`src/rtl/lc3_regdump.sv`:
```
// rtl/lc3_regdump.sv - LC-3 register file debug dump engine
// Walks a wrap-around register range over one read port, streaming values then a checksum.
module lc3_regdump (
  input  logic        clk,
  input  logic        rst_n,
  input  logic        start,
  input  logic [2:0]  first_reg,
  input  logic [2:0]  last_reg,
  output logic [2:0]  rd_sel,
  input  logic [15:0] rd_data,
  output logic [15:0] tx_data,
  output logic        tx_valid,
  input  logic        tx_ready,
  output logic        tx_last,
  output logic        busy
);

  localparam logic [1:0] S_IDLE  = 2'd0;
  localparam logic [1:0] S_FETCH = 2'd1;
  localparam logic [1:0] S_SEND  = 2'd2;
  localparam logic [1:0] S_CHK   = 2'd3;

  logic [1:0]  r_state;
  logic [2:0]  r_ptr;
  logic [2:0]  r_last;
  logic [15:0] r_sum;
  logic [15:0] r_tx_data;
  logic        r_tx_valid;
  logic        r_tx_last;

  logic        w_xfer;
  logic [15:0] w_sum_next;

  assign w_xfer     = r_tx_valid & tx_ready;
  assign w_sum_next = r_sum + rd_data;

  always_ff @(posedge clk or negedge rst_n) begin
    if (!rst_n) begin
      r_state    <= S_IDLE;
      r_ptr      <= 3'd0;
      r_last     <= 3'd0;
      r_sum      <= 16'h0000;
      r_tx_data  <= 16'h0000;
      r_tx_valid <= 1'b0;
      r_tx_last  <= 1'b0;
    end else begin
      case (r_state)
        S_IDLE: begin
          if (start) begin
            r_ptr   <= first_reg;
            r_last  <= last_reg;
            r_sum   <= 16'h0000;
            r_state <= S_FETCH;
          end
        end
        S_FETCH: begin
          r_tx_data  <= rd_data;
          r_sum      <= w_sum_next;
          r_tx_valid <= 1'b1;
          r_state    <= S_SEND;
        end
        S_SEND: begin
          if (w_xfer) begin
            // r_sum already includes the register just sent
            if (r_ptr == r_last) begin
              r_tx_data <= r_sum;
              r_tx_last <= 1'b1;
              r_state   <= S_CHK;
            end else begin
              r_ptr      <= r_ptr + 3'd1;
              r_tx_valid <= 1'b0;
              r_state    <= S_FETCH;
            end
          end
        end
        default: begin
          if (w_xfer) begin
            r_tx_valid <= 1'b0;
            r_tx_last  <= 1'b0;
            r_state    <= S_IDLE;
          end
        end
      endcase
    end
  end

  assign rd_sel   = (r_state == S_FETCH || r_state == S_SEND) ? r_ptr : 3'd0;
  assign tx_data  = r_tx_data;
  assign tx_valid = r_tx_valid;
  assign tx_last  = r_tx_last;
  assign busy     = (r_state != S_IDLE);

endmodule

```
`config.mk`:
```
export PLATFORM = sky130hd
export DESIGN_NAME = lc3_regdump
export DESIGN_NICKNAME = d
export VERILOG_FILES = /design/src/rtl/lc3_regdump.sv
export SDC_FILE = /design/constraint.sdc
export NUM_CORES = 1
export LEC_CHECK = 0
export BUFFER_PORTS_ARGS = -buffer_cell sky130_fd_sc_hd__buf_4
export CAP_MARGIN = 20
export CORE_ASPECT_RATIO = 1.1
export CORE_UTILIZATION = 35
export CTS_BUF_LIST = sky130_fd_sc_hd__clkbuf_16
export CTS_CLUSTER_DIAMETER = 50
export DETAILED_ROUTE_END_ITERATION = 6
export GPL_TIMING_DRIVEN = 1
export REMOVE_ABC_BUFFERS = 1
export SYNTH_ARGS = -nofsm -noshare
export SYNTH_HDL_FRONTEND = slang
export SYNTH_SLANG_ARGS = --single-unit
```
`constraint.sdc`:
```
create_clock -name clk -period 6.5 [get_ports clk]
set_clock_uncertainty 0.2 [all_clocks]
set_input_delay 0.975 -clock clk [delete_from_list [all_inputs] [get_ports clk]]
set_output_delay 0.975 -clock clk [all_outputs]
set_load 0.02 [all_outputs]
```
==> run summary <==
WP data arrival: 2.99 ns
post-synth top area cell: dfrtp_1
design area: 3360 sq um
ys flop type: dfrtp_1
vias in the first global route: 2280
CTS sink count: 42
largest net degree at the start of global routing: 43
placed inst area: 3190 sq um
chip height: 94.5 microns
data required time at the worst endpoint: 6.47 ns
I/O Buffers: 47
Post-synth EDFFs: 0
post_cts resized: 0
hold path start: tx_data[2]
Internal Pwr Total: 460 uW
vias post-DR: 2342
worst hold stages: 2
syn avg cell area: 9.07 sq um
Max Buffers Root-to-Sink: 2
Hold Fails Final Rpt: 0
Netlist cell types: 46
Power Dens Cells: 174 nW/um^2
DRT antenna net count: 0
Clk network pwr share: 48.1%
Post-Syn Area: 2720 sq um
max-slew violation count: 0
H-tree depth: 2
CP Capture Type: flop
fin crit period: 3.02 ns
WS Path Type: input port to flop
top cells by count, synth: 44 x nand2_1, 42 x dfrtp_1, 38 x o21ai_0, 22 x a21oi_1
vias per inst: 5.18
VDD IR max: 79.3 uV
initial DRC count: 97
Skew-Pair Late Insertion Delay: 0.28 ns
largest cells by area after synthesis: dfrtp_1 39%, ha_1 8.7%, mux2i_1 7.0%
drt drc: 0
global-route usage over all layers: 16.5%
Max Cap Violations: 0
Post-Synthesis Cells: 300
register area share after synthesis: 38.6%
flops & latches, synth: 42
Final setup viols: 0
CTS buffer count: 5
Starting Density: 36.4%
Root Driver: clkbuf_16
Post CTS Setup Buffer Count: 0
asr flop ratio synth: 100%
antenna cells: 0
Worst Hold Path EP: tx_data[2]
startpoint types: input port
Setup TNS Final: 0 ns
CP startpoint: rd_data[0]
RR Endpoint: r_sum[14]
Area Growth Syn to Fin: 23.4%
sw frac: 21.2%
R2R setup slack: 3.87 ns
total wire length: 6.28 mm
crit-path max FO: 5
die area: 8130 sq um
Final Cycle Share: 46.5%
Worst R2R Path Depth: 9
layout cells sized above 1: 18.7%
# rows: 33
Hold Slack: 0.277 ns
nets: 392
Hold Buf Count CTS: 0
GRT overflow: 0
Yosys warnings: 0
HP Class: flop to flop
FMAX: 331 MHz
RSZ-0062 raised after global routing: false
P_leak: 0.00175 uW
global-route wire length before repair: 10.6 mm
Logic pwr share: 7.0%
1st-pass router iterations: 4
GPL Wtd Cong: 0.857
drt wl/cell: 13.9 microns
relative slew slack: 63.3%
I/O Pins: 48
initial antenna violation count: 0
TritonCTS clock tree: done
R2R Path Start: r_sum[0]
status: finished clean
top cell type's share of synthesized area: 38.6%
DP HPWL: 4.60 mm
Worst Tran Pin Value: 0.551 ns
Die W: 86.1 microns
core area: 7470 sq um
top-count cell post-synth: nand2_1
sequential power share: 44.9%
clock transition at the registers of the reported paths: 0.06 ns
sw power: 124 uW
[cells by family (layout without fill, tap and decap cells)]
logic type                 Yosys count  after routing  synth area share (%)
xor gates and xnor gates            12             12                  3.86
AOI/OAI and AO/OA                   95             95                  22.3
and+or+nand+nor                     81             81                  13.6
buffers and inverters               28             75                  3.86
DFF                                 42             42                  38.6
adders and majority gates           20             20                  9.48
muxes                               22             22                  8.23
[per-layer routing]
| layer | share of wire, % | track usage, % | up-vias | wire [microns] |
|---|---|---|---|---|
| met4 | 0.48 | 3.33 | 0 | 30 |
| met1 | 47 | 20.3 | 1123 | 2930 |
| met5 | 0 | 0 | - | 0 |
| li1 | - | - | 1165 | - |
| met3 | 3.9 | 3.15 | 5 | 246 |
| met2 | 49 | 30.0 | 49 | 3070 |
[registers in the layout, summed over array words and instances (netlist names)]
signal and flops:
r_last 3, r_ptr 3, r_state 2, r_sum 16
tx_data 16, tx_last 1, tx_valid 1
[layout make-up]
type,instances,area [sq um]
fillers,748,4120
multi-input cells,230,1570
flip-flops and latches,42,1050
repair buffers,50,375
well taps,105,131
clock buffers,5,125
inverters,17,63.8
clock inverters,3,41.3
[worst max-delay path, cell delays in order]
cell and delay, ns:
buf_4 0.09, ha_1 0.18, inv_1 0.06, fa_1 0.40, nor2b_1 0.16, o211a_1 0.17, o21ai_2 0.09, a2111o_1 0.44
a21o_1 0.19, a32o_1 0.25
[how the worst max path moves through the flow]
stage | slack (ns) | end | cells after the start
4_1_cts | 3.49 | r_sum[14] | 10
2_1_floorplan | 2.80 | tx_data[0] | 5
5_1_grt | 3.34 | r_sum[14] | 10
6_report | 3.48 | r_sum[14] | 10
3_5_place_dp | 3.20 | r_sum[14] | 10
3_3_place_gp | 3.24 | r_sum[14] | 10
[cells in the final DEF, fill, tap and decap left out, types with 2 or more instances in the layout]
master,instances
a2111o_1,2
a211oi_1,2
a21o_1,8
a21oi_1,22
a32o_1,3
and2_1,4
buf_4,50
clkbuf_16,5
dfrtp_1,42
ha_1,19
inv_1,18
mux2_2,3
mux2i_1,19
nand2_1,44
nand2b_1,2
nand3_1,5
nand4_1,2
nor2_1,8
nor2b_1,3
nor3_1,4
nor3b_1,2
nor4_1,3
o211a_1,2
o21a_1,3
o21ai_0,37
o21ai_2,2
or3_1,2
xnor2_1,4
xor2_1,8
[power by group through the flow]
stage,Clock (uW),Sequential (uW),Combinational [uW]
final,281,262,40.8
after detailed placement,0,267,41.4
after floorplan,0,267,17.7
after global placement,0,267,41.1
after CTS,290,262,41.6
after global routing,299,262,45.8
[stage by stage]
stage	setup WS (ns)	power [uW]	util, %	cells
global route	3.34	606	44.9	452
finish	3.48	584	44.9	452
detailed placement	3.20	308	42.7	444
floorplan	2.80	285	-	289
global placement	3.24	308	42.7	444
CTS	3.49	594	44.9	452
Note: power is estimated with default switching activity, not from simulation.
